`src/rtl/pieo_pkg.sv`:
```
// Shared PIEO package: default geometry and types used by the tracker,
// the pre-enqueue stage and the PIEO core.
//   PIEO_ID_LOG    : log2 of the per-flow FIFO count
//   PIEO_RANK_LOG  : rank field width
//   PIEO_TIME_LOG  : eligibility time field width
//   PIEO_FIFO_NUM  : number of per-flow FIFOs
//   PIEO_CNT_WIDTH : per-FIFO packet counter width
package pieo_pkg;

   localparam int unsigned PIEO_ID_LOG    = 2;
   localparam int unsigned PIEO_RANK_LOG  = 4;
   localparam int unsigned PIEO_TIME_LOG  = 16;
   localparam int unsigned PIEO_FIFO_NUM  = 2**PIEO_ID_LOG;
   localparam int unsigned PIEO_CNT_WIDTH = 16;

   typedef logic [PIEO_ID_LOG-1:0]    fifo_id_t;
   typedef logic [PIEO_CNT_WIDTH-1:0] fifo_cnt_t;

endpackage : pieo_pkg

```
`src/rtl/pieo_enq_fifo_tracker_if.sv`:
```
// Handshake bundle between the FIFO tracker, the packet writers, the
// pre-enqueue stage and the PIEO dequeue path.
//   master : drives packet-write, trigger and dequeue events
//   slave  : the tracker; returns the offer and the error flag
interface pieo_enq_fifo_tracker_if
   import pieo_pkg::*;
#(
   parameter int unsigned ID_LOG = PIEO_ID_LOG
) ();

   logic              pkt_enq_valid;
   logic [ID_LOG-1:0] pkt_enq_fifo_id;
   logic              pieo_enq_trigger;
   logic              pieo_deq_valid;
   logic [ID_LOG-1:0] pieo_deq_fifo_id;
   logic              fifos_not_enq_flag;
   logic [ID_LOG-1:0] fifo_id;
   logic              tracker_err;

   modport master (
      output pkt_enq_valid, pkt_enq_fifo_id, pieo_enq_trigger,
             pieo_deq_valid, pieo_deq_fifo_id,
      input  fifos_not_enq_flag, fifo_id, tracker_err
   );

   modport slave (
      input  pkt_enq_valid, pkt_enq_fifo_id, pieo_enq_trigger,
             pieo_deq_valid, pieo_deq_fifo_id,
      output fifos_not_enq_flag, fifo_id, tracker_err
   );

endinterface : pieo_enq_fifo_tracker_if

```
`src/rtl/pieo_rr_arbiter.sv`:
```
// Combinational rotating-priority find-first.
//   req     : request vector, one bit per FIFO
//   ptr     : highest-priority index this cycle
//   gnt_id  : first requesting index at or after ptr (ptr when none)
//   gnt_vld : at least one request is set
module pieo_rr_arbiter
   import pieo_pkg::*;
#(
   parameter int unsigned ID_LOG = PIEO_ID_LOG
) (
   input  logic [(2**ID_LOG)-1:0] req,
   input  logic [ID_LOG-1:0]      ptr,
   output logic [ID_LOG-1:0]      gnt_id,
   output logic                   gnt_vld
);

   localparam int unsigned FIFO_NUM = 2**ID_LOG;

   logic [ID_LOG-1:0] idx;

   // Scan from the farthest offset back to ptr so the nearest request wins.
   always_comb begin
      gnt_id = ptr;
      idx    = '0;
      for (int k = int'(FIFO_NUM) - 1; k >= 0; k--) begin
         idx = ptr + ID_LOG'(k);
         if (req[idx]) gnt_id = idx;
      end
   end

   assign gnt_vld = |req;

endmodule : pieo_rr_arbiter

```
`src/rtl/pieo_enq_fifo_tracker.sv`:
```
// Per-flow FIFO occupancy and PIEO residency tracker. Offers one non-empty
// FIFO without a resident PIEO descriptor to the pre-enqueue stage each
// cycle, round-robin, and tracks enqueues/dequeues of those descriptors.
//   clk, rst_n : clock, asynchronous active-low reset
//   bus.slave  : packet writes, enqueue trigger and PIEO dequeue in;
//                offer (fifos_not_enq_flag, fifo_id) and tracker_err out
// Build option PIEO_TRACKER_ERR_EN: when defined, counter saturation and
// illegal dequeues set a sticky tracker_err; otherwise it is tied low.
module pieo_enq_fifo_tracker
   import pieo_pkg::*;
#(
   parameter int unsigned ID_LOG    = PIEO_ID_LOG,
   parameter int unsigned CNT_WIDTH = PIEO_CNT_WIDTH
) (
   input  logic                     clk,
   input  logic                     rst_n,
   pieo_enq_fifo_tracker_if.slave   bus
);

   localparam int unsigned FIFO_NUM = 2**ID_LOG;

   typedef logic [CNT_WIDTH-1:0] cnt_t;

   cnt_t                cnt_q [FIFO_NUM];
   cnt_t                cnt_d [FIFO_NUM];
   logic [FIFO_NUM-1:0] in_pieo_q, in_pieo_d;
   logic [ID_LOG-1:0]   rr_ptr_q, rr_ptr_d;

   logic [FIFO_NUM-1:0] elig;
   logic [FIFO_NUM-1:0] inc_v, dec_v;
   logic [ID_LOG-1:0]   grant_id;
   logic                grant_vld;
   logic                same_id, enq_sat, enq_ok, deq_ok, trig_ok;

   // Eligible: holds packets and has no descriptor in the PIEO.
   always_comb begin
      elig = '0;
      for (int i = 0; i < int'(FIFO_NUM); i++) begin
         elig[i] = (cnt_q[i] != '0) && !in_pieo_q[i];
      end
   end

   pieo_rr_arbiter #(.ID_LOG(ID_LOG)) u_arb (
      .req     (elig),
      .ptr     (rr_ptr_q),
      .gnt_id  (grant_id),
      .gnt_vld (grant_vld)
   );

   assign bus.fifos_not_enq_flag = grant_vld;
   assign bus.fifo_id            = grant_id;

   // Event qualification. A write to a saturated counter still fits when a
   // legal dequeue on the same FIFO lands in the same cycle (net change 0).
   assign same_id = (bus.pkt_enq_fifo_id == bus.pieo_deq_fifo_id);
   assign deq_ok  = bus.pieo_deq_valid && in_pieo_q[bus.pieo_deq_fifo_id]
                    && (cnt_q[bus.pieo_deq_fifo_id] != '0);
   assign enq_sat = (cnt_q[bus.pkt_enq_fifo_id] == '1);
   assign enq_ok  = bus.pkt_enq_valid && (!enq_sat || (deq_ok && same_id));
   assign trig_ok = bus.pieo_enq_trigger && grant_vld;

   // Decode accepted events into per-FIFO strobes.
   always_comb begin
      inc_v = '0;
      dec_v = '0;
      if (enq_ok) inc_v[bus.pkt_enq_fifo_id]  = 1'b1;
      if (deq_ok) dec_v[bus.pieo_deq_fifo_id] = 1'b1;
   end

   // Next-state: counters, residency bits and round-robin pointer.
   always_comb begin
      cnt_d     = cnt_q;
      in_pieo_d = in_pieo_q;
      rr_ptr_d  = rr_ptr_q;
      for (int i = 0; i < int'(FIFO_NUM); i++) begin
         case ({inc_v[i], dec_v[i]})
            2'b10:   cnt_d[i] = cnt_q[i] + CNT_WIDTH'(1);
            2'b01:   cnt_d[i] = cnt_q[i] - CNT_WIDTH'(1);
            default: cnt_d[i] = cnt_q[i];
         endcase
      end
      if (deq_ok) in_pieo_d[bus.pieo_deq_fifo_id] = 1'b0;
      // Applied after the dequeue so a trigger always marks its FIFO resident.
      if (trig_ok) begin
         in_pieo_d[grant_id] = 1'b1;
         rr_ptr_d            = grant_id + ID_LOG'(1);
      end
   end

   // Tracking state registers.
   always_ff @(posedge clk or negedge rst_n) begin
      if (!rst_n) begin
         for (int i = 0; i < int'(FIFO_NUM); i++) cnt_q[i] <= '0;
         in_pieo_q <= '0;
         rr_ptr_q  <= '0;
      end else begin
         cnt_q     <= cnt_d;
         in_pieo_q <= in_pieo_d;
         rr_ptr_q  <= rr_ptr_d;
      end
   end

`ifdef PIEO_TRACKER_ERR_EN
   logic tracker_err_q, tracker_err_d;

   // Sticky error on a dropped write or an ignored dequeue.
   always_comb begin
      tracker_err_d = tracker_err_q;
      if (bus.pkt_enq_valid && !enq_ok)  tracker_err_d = 1'b1;
      if (bus.pieo_deq_valid && !deq_ok) tracker_err_d = 1'b1;
   end

   always_ff @(posedge clk or negedge rst_n) begin
      if (!rst_n) tracker_err_q <= 1'b0;
      else        tracker_err_q <= tracker_err_d;
   end

   assign bus.tracker_err = tracker_err_q;
`else
   assign bus.tracker_err = 1'b0;
`endif

endmodule : pieo_enq_fifo_tracker

```
`src/flat_wrapper.sv`:
```
// flat-port wrapper written by rule: the top's interface ports become plain ports
module pieo_enq_fifo_tracker_flat import pieo_pkg::*;
#(
   parameter int unsigned ID_LOG    = PIEO_ID_LOG,
   parameter int unsigned CNT_WIDTH = PIEO_CNT_WIDTH
)
  (clk, rst_n, bus_pkt_enq_valid, bus_pkt_enq_fifo_id, bus_pieo_enq_trigger, bus_pieo_deq_valid, bus_pieo_deq_fifo_id, bus_fifos_not_enq_flag, bus_fifo_id, bus_tracker_err);
  pieo_enq_fifo_tracker_if #(.ID_LOG(ID_LOG)) bus_i ();
  input  logic clk;
  input  logic rst_n;
  input wire logic [$bits(bus_i.pkt_enq_valid)-1:0] bus_pkt_enq_valid;
  input wire logic [$bits(bus_i.pkt_enq_fifo_id)-1:0] bus_pkt_enq_fifo_id;
  input wire logic [$bits(bus_i.pieo_enq_trigger)-1:0] bus_pieo_enq_trigger;
  input wire logic [$bits(bus_i.pieo_deq_valid)-1:0] bus_pieo_deq_valid;
  input wire logic [$bits(bus_i.pieo_deq_fifo_id)-1:0] bus_pieo_deq_fifo_id;
  output wire logic [$bits(bus_i.fifos_not_enq_flag)-1:0] bus_fifos_not_enq_flag;
  output wire logic [$bits(bus_i.fifo_id)-1:0] bus_fifo_id;
  output wire logic [$bits(bus_i.tracker_err)-1:0] bus_tracker_err;
  assign bus_i.pkt_enq_valid = bus_pkt_enq_valid;
  assign bus_i.pkt_enq_fifo_id = bus_pkt_enq_fifo_id;
  assign bus_i.pieo_enq_trigger = bus_pieo_enq_trigger;
  assign bus_i.pieo_deq_valid = bus_pieo_deq_valid;
  assign bus_i.pieo_deq_fifo_id = bus_pieo_deq_fifo_id;
  assign bus_fifos_not_enq_flag = bus_i.fifos_not_enq_flag;
  assign bus_fifo_id = bus_i.fifo_id;
  assign bus_tracker_err = bus_i.tracker_err;
  pieo_enq_fifo_tracker #(.ID_LOG(ID_LOG), .CNT_WIDTH(CNT_WIDTH)) u_core (.clk(clk), .rst_n(rst_n), .bus(bus_i));
endmodule
```
`config.mk`:
```
export PLATFORM = sky130hd
export DESIGN_NAME = pieo_enq_fifo_tracker_flat
export DESIGN_NICKNAME = d
export VERILOG_FILES = /design/src/rtl/pieo_pkg.sv /design/src/rtl/pieo_enq_fifo_tracker_if.sv /design/src/rtl/pieo_rr_arbiter.sv /design/src/rtl/pieo_enq_fifo_tracker.sv /design/src/flat_wrapper.sv
export SDC_FILE = /design/constraint.sdc
export NUM_CORES = 1
export LEC_CHECK = 0
export ABC_AREA = 0
export ABC_CLOCK_PERIOD_IN_PS = 4350
export CAP_MARGIN = 25
export CORE_ASPECT_RATIO = 1.1
export CORE_MARGIN = 2
export CORE_UTILIZATION = 29
export CTS_BUF_LIST = sky130_fd_sc_hd__clkbuf_4 sky130_fd_sc_hd__clkbuf_8
export CTS_CLUSTER_DIAMETER = 200
export DETAILED_ROUTE_END_ITERATION = 12
export PLACE_DENSITY = 0.51
export SLEW_MARGIN = 10
export SYNTH_ARGS = -nofsm -noshare
export SYNTH_HDL_FRONTEND = slang
export SYNTH_SLANG_ARGS = --single-unit
export TNS_END_PERCENT = 5
```
`constraint.sdc`:
```
create_clock -name clk -period 4.35 [get_ports clk]
set_input_delay 0.6525 -clock clk [delete_from_list [all_inputs] [get_ports clk]]
set_output_delay 0.6525 -clock clk [all_outputs]
set_load 0.01 [all_outputs]
```
==> results of run 1 <==
[metrics by stage]
stage	hold WS, ps	utilization (%)	cell area (sq um)	worst slack (ps)	TNS [ps]
CTS	521	33.5	6650	31.8	0
floorplan	357	-	5890	105	0
finish	257	33.9	6730	262	0
global placement	507	32.4	6440	31.7	0
detailed placement	507	32.4	6440	-19.3	-19.3
global route	266	33.9	6730	-4.35	-5.26
[worst register-to-register path, delay by kind of cell, from the launching register on]
| family | cells | cell delay [ps] |
|---|---|---|
| AOI/OAI and AO/OA | 8 | 1770 |
| and+or+nand+nor | 1 | 560 |
| DFF | 1 | 410 |
| adders and majority gates | 2 | 590 |
| buffers and inverters | 2 | 310 |
| muxes | 1 | 250 |
| xor gates and xnor gates | 1 | 80 |
[sequential cells by signal, summed over array words and instances, names as in the netlist]
name	flops
u_core.cnt_q	64
u_core.in_pieo_q	4
u_core.rr_ptr_q	2
[per-layer routing]
layer / part of all wire [%] / vias up / track usage [%]
met5: 0 / - / 0
met4: 1.9 / 0 / 5.67
met3: 2.4 / 22 / 2.16
met2: 47 / 61 / 22.8
met1: 49 / 2394 / 17.8
li1: - / 2528 / -
[timing repair]
action / CTS / global route
gates resized for setup: 1 / 14
endpoints found under the setup margin: 1 / 29
pin swaps: 0 / 1
[cells by family after synthesis]
| kind of cell | after synthesis |
|---|---|
| buffers and inverters | 32 |
| adder cells (fa/ha/maj) | 68 |
| other | 1 |
| multiplexers | 15 |
| AO/OA/AOI/OAI | 221 |
| XOR/XNOR | 62 |
| flip-flops | 70 |
| AND/OR/NAND/NOR | 186 |
[placed cells by master, fill, tap and decap left out, drive strengths merged, types with 5 or more instances in the layout]
cell type and instances:
a211o 7, a211oi 12, a21boi 5, a21o 24, a21oi 41, a31oi 5
buf 28, clkbuf 13, clkdlybuf4s50 10, dfrtp 70, ha 64, inv 17
mux2 15, nand2 66, nand3 5, nand4 18, nor2 33, nor2b 5
nor3 9, nor3b 5, nor4 16, o211a 5, o211ai 6, o21a 9
o21ai 69, o31ai 6, or3 6, or4 5, xnor2 25, xor2 37
[layout make-up]
type                    instances  area [sq um]  area share, %
clock inverters                 3          43.8          0.651
well taps                     252           315           4.69
repair buffers                 38           332           4.93
inverters                      17          63.8          0.949
flip-flops and latches         70          1750           26.0
multi-input cells             553          4060           60.4
clock buffers                  13           160           2.38
[worst paths after layout]
check | from | to | cells after the start
setup / recovery | u_core.cnt_q[25] | u_core.cnt_q[60] | 15
hold / removal | rst_n | u_core.cnt_q[29] | 2
setup reg to reg | u_core.cnt_q[25] | u_core.cnt_q[60] | 15
hold reg to reg | u_core.cnt_q[63] | u_core.cnt_q[63] | 1
max in group asynchronous | rst_n | u_core.cnt_q[35] | 3
min in group clk | u_core.cnt_q[63] | u_core.cnt_q[63] | 1
[power breakdown]
part           total, W  switching [W]  leakage [nW]  internal (W)
sequential      0.00127       0.000328         0.878      0.000947
combinational   0.00217        0.00116          2.08       0.00101
clock          0.000571       0.000271         0.108      0.000301
==> impl_metrics.tcl, run 1 <==
set metrics [dict create \
    die-area_sq_mm 0.0215 \
    clock_path_buffers 2 \
    grt_pass1_wl_um 24500 \
    tightest_slew_ps 519 \
    vias 5005 \
    cts_setup_buffers 0 \
    area_growth_pct 14.2 \
    reg2reg_slack_ps 260 \
    remaining_drc_errors 0 \
    layout-drive-gt1-share_pct 12.4 \
    synth_most_common_cell "dfrtp_1" \
    die_x_um 140 \
    worstPathRequired_ps 4600 \
    relSlewSlack_pct 65.1 \
    crit_fanout 7 \
    fin_worst_skew_ps 7.14 \
    period_needed_ps 4090 \
    wl_um 14300 \
    fin_cells 946 \
    cp_top_family "compound AO/OA/AOI/OAI gates" \
    syn_nets 732 \
    worst_skew_pair.late_latency_ps 370 \
    ys_top_cells_by_area "dfrtp_1 30%, ha_1 14%, o21ai_0 5.9%" \
    power_w 0.00402 \
    synth.top_cell.area_share_pct 29.7 \
    synth_top_family_by_area "compound AO/OA/AOI/OAI gates" \
    nNetsFinal 766 \
    fin_crit_sh_pct 94.0 \
    cts_hold_buf 0 \
    maxCapViolations 0 \
    synth_compound_area_share_pct 24.8 \
    slew_violations 0 \
    antenna_found_initial 0 \
    synth-xor-area-share_pct 9.22 \
    ant_nets 0 \
    critical_path.most_common_cell "buf_4" \
    p_leak_nw 3.07 \
    syn_inst 655 \
    ys_seq_elements 70 \
    fillers 2059 \
    path_cells "or4_4 > o41ai_2 > buf_4 > o22ai_1 > a22oi_2 > buf_4 > a211o_1 > ha_2 > ha_1 > o21ai_0 > o31ai_1 > a311o_1 > o21ai_1 > xnor2_1 > mux2_2" \
    cp_slowest_cell "or4_4" \
    status "finished, final reports clean" \
    seq_area_frac_synth_pct 29.7 \
    max_stage_delay_ps 560 \
    wl_per_cell_um 15.2 \
    grt_max_degree 71 \
    grt_overflow 0 \
    tritoncts "yes" \
    critPathBufInv 2 \
    via_per_inst 5.29 \
    hp-class "input pin to async pin" \
    cp-start-kind "flop" \
    cp.arrival_ps 4340 \
    cts_num_sinks 70 \
    drt_iter0_drc 258 \
    powerDensity_mw_per_mm2 597 \
    ys_async_sr_fraction_pct 100 \
    gp_congestion 0.879 \
    dp_cells 929 \
    first_global_vias 5097 \
    grt_use_total_pct 13.7 \
    num_rows 54 \
    die-height_um 153 \
    synthMuxAreaShare_pct 3.00 \
    root_buffer "clkbuf_8" \
    avgSynthCellArea_sq_um 8.99 \
    max_freq_mhz 245 \
    synth.cell_area_sq_mm 0.00589 \
    core_sq_mm 0.0199 \
    htreeDepth 3 \
    place_hpwl_um 10600 \
    cts_made_buffers 9 \
    end_kind "flop" \
    synth-simple-area-share_pct 15.9 \
    synthFlopType "dfrtp_1" \
    ir_drop_mv 0.222 \
    clk_pin_slew_ps 80 \
    ios 13 \
    portBuffers 11 \
    hold_viol 0 \
    dr.pass1.iters 4 \
    synth_warnings 0 \
    synth_commonest_cells "70 x dfrtp_1, 69 x o21ai_0, 66 x nand2_1, 64 x ha_1, 41 x a21oi_1" \
    path_class "flop to flop" \
    synthAdderAreaFrac_pct 15.0 \
    start_util_pct 29.6 \
    synth_area_leader_cell "dfrtp_1" \
    synth_enable_flop_cells 0 \
    diodes 0 \
    yosysUniqueCellTypes 62 \
    setup_viol 0 \
]
No activity file was read; power rests on OpenSTA's default activity.
==> inputs of run 2 (changes only) <==
- GPL_ROUTABILITY_DRIVEN: unset -> 0
==> run 2 against run 1 <==
Core utilization is 0.31 points higher. Count of clock-buffer cells in the layout is 1 higher. Combinational power hardly changed. Critical path depth is 1 higher. Largest cell class unchanged. Setup slack worse by 54 ps. Sequential share of layout area is 0.24 points lower. Largest power group unchanged. Via count is 1.6% higher. Fmax is 1.3% lower. Clock skew is 4.1 ps higher. Hold slack worse by 43 ps.
==> impl_metrics.tcl, run 2 (synthesis results as in run 1) <==
set metrics [dict create \
    nNetsFinal 776 \
    max_freq_mhz 241 \
    layout-drive-gt1-share_pct 13.8 \
    worstPathRequired_ps 4600 \
    hold_viol 0 \
    internal_power_w 0.00224 \
    vias 5086 \
    critical_path.most_common_cell "buf_4" \
    grt_use_total_pct 13.9 \
    crit_fanout 11 \
    htreeDepth 3 \
    hold_slack_ps 214 \
    wl_um 14400 \
    cp_top_family "compound AO/OA/AOI/OAI gates" \
    ant_nets 0 \
    path_class "flop to flop" \
    die-height_um 153 \
    end_kind "flop" \
    layout_setup_ws_ps 208 \
    p_leak_nw 3.12 \
    slew_violations 0 \
    largest_reg_flops 64 \
    die_x_um 140 \
    wl_per_cell_um 15.1 \
    placed_area_sq_mm 0.00651 \
    grt_max_degree 71 \
    layout_commonest_cell "dfrtp_1" \
    core_sq_mm 0.0199 \
    pwr-share-seq_pct 32.3 \
    cp.arrival_ps 4390 \
    cts_setup_buffers 0 \
    via_per_inst 5.33 \
    num_rows 54 \
    powerDensity_mw_per_mm2 590 \
    cp_slowest_cell "or4_4" \
    cts_made_buffers 9 \
    drt_iter0_drc 216 \
    portBuffers 11 \
    cts_hold_buf 0 \
    grt_pass1_wl_um 24600 \
    critPathBufInv 3 \
    ios 13 \
    post-place-ws_ps -23.8 \
    fin_crit_sh_pct 95.2 \
    final_cell_mix "70 x dfrtp_1, 68 x o21ai_0, 66 x nand2_1" \
    fin_worst_skew_ps 11.3 \
    worst_skew_pair.late_latency_ps 360 \
    start_util_pct 29.6 \
    root_buffer "clkbuf_8" \
    period_needed_ps 4140 \
    maxCapViolations 0 \
    dp_cells 939 \
    swShare_pct 44.0 \
    die-area_sq_mm 0.0215 \
    power_frac_comb_pct 55.1 \
    clock_path_buffers 2 \
    tritoncts "yes" \
    status "finished, final reports clean" \
    grt_overflow 0 \
    switchingPower_w 0.00176 \
    regMostFlops "u_core.cnt_q" \
    diodes 0 \
    area_growth_pct 15.3 \
    rsz0062_at_grt "true" \
    reg_top3 "u_core.cnt_q x64, u_core.in_pieo_q x4, u_core.rr_ptr_q x2" \
    multi_input_area_sq_mm 0.00407 \
    clk_pin_slew_ps 80 \
    place_hpwl_um 10800 \
    hp-class "input pin to async pin" \
    fillers 2056 \
    clkPwrFrac_pct 12.6 \
    cts_num_sinks 70 \
    ir_drop_mv 0.256 \
    finalInstanceArea_sq_mm 0.00679 \
    first_global_vias 5185 \
    relSlewSlack_pct 63.6 \
    cp-start-kind "flop" \
    dr.pass1.iters 4 \
    max_stage_delay_ps 560 \
    tightest_slew_ps 542 \
    setup-tns-final_ps 0 \
    fin_cells 955 \
    final-seq-area_sq_mm 0.00175 \
    path_cells "or4_4 > o41ai_2 > buf_4 > o22ai_1 > a22oi_2 > buf_4 > a211o_1 > ha_2 > buf_4 > ha_2 > o21ai_0 > a211oi_1 > a211oi_2 > or3_1 > a21o_1 > xnor2_1" \
    remaining_drc_errors 0 \
    antenna_found_initial 0 \
    setup_viol 0 \
]
-- run 2: cell count changes in the layout (fill, tap and decap cells not counted), sizes merged --
cell,delta
clkbuf,+1
clkinv,-1
bufinv,-1
buf,+10
-- run 2: final timing paths --
kind | cells after the start | end | start | slack (ps)
max in group asynchronous | 3 | u_core.cnt_q[27] | rst_n | 3560
min | 2 | u_core.cnt_q[62] | rst_n | 210
max | 16 | u_core.cnt_q[15] | u_core.cnt_q[25] | 210
max reg2reg | 16 | u_core.cnt_q[15] | u_core.cnt_q[25] | 210
min reg2reg | 1 | u_core.cnt_q[63] | u_core.cnt_q[63] | 530
min in group clk | 1 | u_core.cnt_q[63] | u_core.cnt_q[63] | 530
-- run 2: stage by stage --
step	util [%]	total power, W
global placement	32.8	0.00341
CTS	33.7	0.00400
global route	34.2	0.00439
floorplan	-	0.00279
finish	34.2	0.00400
detailed placement	32.8	0.00346
-- run 2: layout make-up --
type	instances	area share [%]
inverter	17	0.940
tap	252	4.65
sequential	70	25.8
clock inverter	1	0.0737
multi-input combinational	553	60.0
clock buffer	14	2.56
timing repair buffer	48	5.99
-- run 2: power by group through the flow --
stage | Combinational [W] | Clock, W | Sequential, W
3_3_place_gp | 0.00211 | 0 | 0.00129
4_1_cts | 0.00218 | 0.000532 | 0.00129
6_report | 0.00220 | 0.000506 | 0.00129
5_1_grt | 0.00249 | 0.000557 | 0.00135
3_5_place_dp | 0.00216 | 0 | 0.00130
2_1_floorplan | 0.00158 | 0 | 0.00121
-- run 2: repair_timing --
item                                   4_1_cts  5_1_grt
endpoints found under the hold margin        0        0
gates resized for setup                      2       13
setup endpoints to repair                    5       29
-- run 2: layer usage --
metal	share of wire, %	GRT usage (%)
met1	48	17.7
met2	48	23.7
met3	2.5	1.85
met4	1.9	5.81
met5	0	0
==> inputs of run 3 (changes only) <==
- CORE_MARGIN: 2 -> 8
==> run 3 against run 2 <==
Core utilization fell by 0.23 points. Die area is 17% higher. Largest power group unchanged. Count of clock-buffer cells in the layout grew 2. Sequential power is essentially flat. Largest cell class unchanged. Clock power rose by 4%. Combinational power up 2%. Setup slack better by 51 ps. Sequential share of layout area is 0.17 points higher. Non-clock buffer count fell by 1.
==> impl_metrics.tcl, run 3 (synthesis results as in run 1) <==
set metrics [dict create \
    cp-start-kind "flop" \
    portBuffers 11 \
    antenna_found_initial 0 \
    regMostFlops "u_core.cnt_q" \
    via_per_inst 5.28 \
    tightest_slew_ps 752 \
    relSlewSlack_pct 49.9 \
    clock_path_buffers 2 \
    powerDensity_mw_per_mm2 600 \
    cts_made_buffers 9 \
    post-place-ws_ps 10.6 \
    period_needed_ps 4090 \
    first_global_vias 5111 \
    num_rows 54 \
    grt_max_degree 42 \
    setup-tns-final_ps 0 \
    layout_setup_ws_ps 259 \
    reg_top3 "u_core.cnt_q x64, u_core.in_pieo_q x4, u_core.rr_ptr_q x2" \
    root_buffer "clkbuf_8" \
    fin_crit_sh_pct 94.0 \
    layout-drive-gt1-share_pct 12.9 \
    layout_commonest_cell "dfrtp_1" \
    place_hpwl_um 11100 \
    ios 13 \
    crit_path_start "u_core.cnt_q[24]" \
    die_x_um 152 \
    reg2reg_depth 15 \
    grt_use_total_pct 11.8 \
    cts_hold_buf 0 \
    cts_setup_buffers 0 \
    reg2reg_slack_ps 260 \
    clk_pin_slew_ps 80 \
    path_class "flop to flop" \
    cts_num_sinks 70 \
    grt_pass1_wl_um 24700 \
    worst_skew_pair.late_latency_ps 360 \
    p_leak_nw 3.10 \
    ir_drop_mv 0.220 \
    critPathCapture "u_core.cnt_q[44]" \
    drt_iter0_drc 216 \
    crit_fanout 13 \
    hp-class "input pin to async pin" \
    fin_worst_skew_ps 10.8 \
    wl_per_cell_um 15.3 \
    dr.pass1.iters 6 \
    diodes 0 \
    remaining_drc_errors 0 \
    start_util_pct 29.6 \
    worstReg2RegStart "u_core.cnt_q[24]" \
    core_sq_mm 0.0199 \
    end_kind "flop" \
    status "finished, final reports clean" \
    tritoncts "yes" \
    die-height_um 165 \
    hold_viol 0 \
    worstPathRequired_ps 4640 \
    die-area_sq_mm 0.0251 \
    wl_um 14600 \
    cp.arrival_ps 4380 \
    nNetsFinal 775 \
    maxCapViolations 0 \
    setup_viol 0 \
    area_growth_pct 14.5 \
    ant_nets 0 \
    final_cell_mix "70 x dfrtp_1, 67 x o21ai_0, 66 x nand2_1" \
    grt_overflow 0 \
    vias 5045 \
    final_util_pct 33.9 \
    slew_violations 0 \
    max_freq_mhz 244 \
    largest_reg_flops 64 \
    r2r-end "u_core.cnt_q[44]" \
    htreeDepth 3 \
    rsz0062_at_grt "false" \
]
==> run 3: per-stage QoR <==
step | instance area (sq um) | cells | hold slack [ps] | total power [W]
after floorplan | 5890 | 655 | 357 | 0.00279
after global placement | 6530 | 939 | 510 | 0.00346
after detailed placement | 6530 | 939 | 512 | 0.00350
after CTS | 6720 | 955 | 387 | 0.00406
after global routing | 6740 | 955 | 413 | 0.00442
final | 6740 | 955 | 354 | 0.00404
==> run 3: area by class of cell <==
cell class,instances,area (sq um)
Fill cell,2048,13100
Multi-Input combinational cell,553,4030
Sequential cell,70,1750
Timing Repair Buffer,47,388
Tap cell,252,315
Clock buffer,16,195
Inverter,17,63.8
==> run 3: worst min path at each step <==
stage | to | cells after the start
finish | u_core.cnt_q[62] | 1
floorplan | u_core.cnt_q[0] | 0
global route | u_core.cnt_q[14] | 1
CTS | u_core.cnt_q[12] | 1
detailed placement | u_core.cnt_q[15] | 1
global placement | u_core.cnt_q[15] | 1
==> run 3: worst max-delay path: stages, from the launching register on <==
cell	delay [ps]
dfrtp_1	380
or4_4	580
o41ai_2	350
buf_4	160
o22ai_1	90
a22oi_2	180
a211o_1	160
ha_2	220
buf_4	230
fa_1	240
a21o_1	130
a21oi_1	90
o21ai_1	280
a31oi_1	200
or4b_2	630
nand4_1	120
==> run 3: per-layer routing <==
| metal | share of wire [%] | up-vias | global-route usage (%) |
|---|---|---|---|
| met2 | 48 | 56 | 20.6 |
| met1 | 49 | 2417 | 14.4 |
| met4 | 1.7 | 0 | 5.13 |
| li1 | - | 2554 | - |
| met5 | 0 | - | 0 |
| met3 | 1.7 | 18 | 1.45 |
==> run 3: repair_timing <==
| action | in CTS | in global routing |
|---|---|---|
| endpoints found under the hold margin | 0 | 0 |
| resized for setup | 0 | 8 |
| setup endpoints to repair | 0 | 32 |
==> run 3: power by group <==
part / internal, W / total, W / switching, W
sequential: 0.000947 / 0.00126 / 0.000315
combinational: 0.00106 / 0.00225 / 0.00119
clock: 0.000280 / 0.000526 / 0.000245
==> patch 1: new RTL, settings of run 3 <==
`PIEO_ID_LOG`: 2 -> 1.
--- a/src/rtl/pieo_pkg.sv
+++ b/src/rtl/pieo_pkg.sv
@@ -7,7 +7,7 @@
 //   PIEO_CNT_WIDTH : per-FIFO packet counter width
 package pieo_pkg;
 
-   localparam int unsigned PIEO_ID_LOG    = 2;
+   localparam int unsigned PIEO_ID_LOG    = 1;
    localparam int unsigned PIEO_RANK_LOG  = 4;
    localparam int unsigned PIEO_TIME_LOG  = 16;
    localparam int unsigned PIEO_FIFO_NUM  = 2**PIEO_ID_LOG;
Ports: changed (resized bus_fifo_id, bus_pieo_deq_fifo_id and bus_pkt_enq_fifo_id); port bits go from 13 to 10. No check against the original RTL was run, so the function may have changed too.
==> patch 1 against run 3 <==
  * Sequential cell count decreased by 35
  * Design area shrank 50%
  * Power is 48% lower
  * Synthesized cell count decreased by 47%
  * Die area is 45% lower
  * Cell count decreased by 50%
  * Global-route usage fell by 0.69 points
  * Register-to-register slack improved by 220 ps
  * Synthesized area fell by 49%
  * Routed wire length shrank 50%
  * Setup slack improved by 56 ps
  * Core utilization fell by 0.91 points
  * Critical endpoint is now u_core.cnt_q[31]
  * Largest cell class unchanged
  * Largest power group unchanged
  * Highest routed layer unchanged
==> patch 1: results (changes against run 3) <==
status=finished, final reports clean; inverters=8 (-9); Iteration-0 DRC Markers=109 (-50%); Cell variety after synth=56 (-9.7%); WHS=455 ps (+101 ps); # H-tree levels=2 (-1); worst vdd ir=0.000211 V (-3.9%); die area=13800 µm² (-45%); setup slack, reg-to-reg=480 ps (+220 ps); Total Power=2.10 mW (-48%); routed wire length=7270 µm (-50%); Slew @ Worst Pin=824 ps (+71.7 ps); number of global-route vias before repair=2539 (-50%); worst skew pair latency=290 ps (-70 ps); CP peak stage delay=590 ps (-40 ps); seq_cells=35 (-50%); M3 GR Usage=1.67% (+0.22 points); dpl ws=37.6 ps (+27.0 ps); Syn Nets=385 (-47%); GRT Total Usage=11.1% (-0.69 points); port bufs=8 (-3); Fill cells=1065 (-48%); R2R cell count=12 (-3); Synth top cells by count=39 x nand2_1, 38 x o21ai_0, 35 x dfrtp_1; CLK BUF=6 (-10); met3 WL=59 µm (-76%); largest net degree at the start of global routing=36 (-14%); cell total after placement=474 (-50%); final net count=397 (-49%); multi-input combinational area share=60.0% (+0.29 points); Buffers, non-clock=18 (-62%); largest cells by area after synthesis=dfrtp_1 29%, ha_1 13%, o21ai_0 6.4%; Leakage=1.43 nW (-54%)
==> patch 1: worst max-delay path by stage <==
stage / startpoint / endpoint / cells past startpoint
after CTS: bus_pkt_enq_fifo_id / u_core.cnt_q[31] / 12
final: bus_pkt_enq_fifo_id / u_core.cnt_q[31] / 13
after floorplan: bus_pkt_enq_fifo_id / u_core.cnt_q[31] / 12
after global routing: bus_pkt_enq_fifo_id / u_core.cnt_q[11] / 13
after detailed placement: bus_pkt_enq_fifo_id / u_core.cnt_q[31] / 12
after global placement: bus_pkt_enq_fifo_id / u_core.cnt_q[31] / 12
==> patch 1: logic make-up after synthesis <==
family,after synthesis,share of synthesized area (%)
AO/OA/AOI/OAI,119,25.4
XOR/XNOR,27,7.92
adder cells (fa/ha/maj),33,14.2
buffers and inverters,21,2.93
flip-flops,35,29.3
multiplexers,4,1.51
other,1,0.126
AND/OR/NAND/NOR,106,18.6
==> patch 2: new RTL, flow settings as in run 3 <==
Without the edit above. The option `PIEO_TRACKER_ERR_EN` is turned on by a define.
--- a/src/rtl/pieo_enq_fifo_tracker.sv
+++ b/src/rtl/pieo_enq_fifo_tracker.sv
@@ -6,6 +6,8 @@
 //                offer (fifos_not_enq_flag, fifo_id) and tracker_err out
 // Build option PIEO_TRACKER_ERR_EN: when defined, counter saturation and
 // illegal dequeues set a sticky tracker_err; otherwise it is tied low.
+`define PIEO_TRACKER_ERR_EN
+
 module pieo_enq_fifo_tracker
    import pieo_pkg::*;
 #(
Formal check against the unedited RTL: not equivalent (a bounded check fails within 4 cycles, from zero or initial values and one cycle with rst_n low).
==> patch 2 against run 3 <==
  * Routed wire length up 1.0%
  * Critical path type is now in -> reg
  * Design area up 13%
  * Synthesized area up 2.6%
  * Setup slack worse by 36 ps
  * Sequential share of layout area down 2.6 points
  * Sequential cell count up 1
  * Power up 5.1%
  * Hold slack worse by 190 ps
  * Sequential power up 3%
  * Global-route usage up 0.099 points
  * Critical endpoint is now u_core.cnt_q[60]
  * Via count up 4.7%
  * Highest routed layer unchanged
==> patch 2: results (changes against run 3) <==
clk pwr=0.633 mW (+20%); register bit total from synthesis=71 (+1.4%); GR Util met1=16.2% (+1.8 points); CP peak stage delay=470 ps (-160 ps); final net count=868 (+12%); dpl ws=-300 ps (-311 ps); multi-input logic area=4130 µm² (+2.6%); Synth top cells by count=73 x o21ai_0, 71 x dfrtp_1, 67 x nand2_1; status=finished, final reports clean; post-synthesis compound-gate area fraction=24.0% (-0.82 points); clock-cell share of area=3.03% (+0.14 points); largest net degree at the start of global routing=72 (+71%); layout cells sized above 1=22.9% (+9.9 points); R2R cell count=19 (+4); Storage cell area=1780 µm² (+1.4%); cell total after placement=1035 (+10%); Internal Power=2.51 mW (+9.4%); largest cells by area after synthesis=dfrtp_1 29%, ha_1 13%, o21ai_0 6.0%; Cell variety after synth=71 (+15%); mux cell area share after synthesis=2.71% (-0.28 points); total number of vias=5282 (+4.7%); Synth Area in Adders=14.6% (-0.38 points); Pre-antenna DRT Iters=4 (-2); Syn Nets=746 (+1.9%); Layout Skew=6.73 ps (-4.05 ps); sequential share of power=30.6% (-0.6 points); fin crit period=4130 ps (+36.3 ps); Buffers, non-clock=129 (+170%); Seq/Total Area, Yosys=29.4% (-0.34 points)
-- patch 2: cell count changes in the layout (fill, tap and decap cells not counted), sizes merged, moves of 6 or more --
cell           run 3  this run
xor2              37        25
inv               17        27
nor3               9        15
buf               37       118
nand4             18        26
nor4              16        22
a31oi              5        13
o21bai             1        12
nand2b             4        10
a21o              24        17
nor2              33        24
o21a               9         2
-- patch 2: final timing paths --
kind                                              start          endpoint  slack, ps
worst max register to register         u_core.cnt_q[59]  u_core.cnt_q[47]        340
worst min-delay path                              rst_n  u_core.cnt_q[58]        170
min in group clk                       u_core.cnt_q[63]  u_core.cnt_q[63]        500
worst max-delay path            bus_pieo_deq_fifo_id[1]  u_core.cnt_q[60]        220
worst min register to register         u_core.cnt_q[63]  u_core.cnt_q[63]        500
max in group asynchronous                         rst_n  u_core.cnt_q[34]       3610
-- patch 2: per-layer routing --
metal	vias up	share of wire [%]
met5	-	0
met4	0	1.4
met3	13	1.8
met2	38	46
met1	2458	51
li1	2773	-
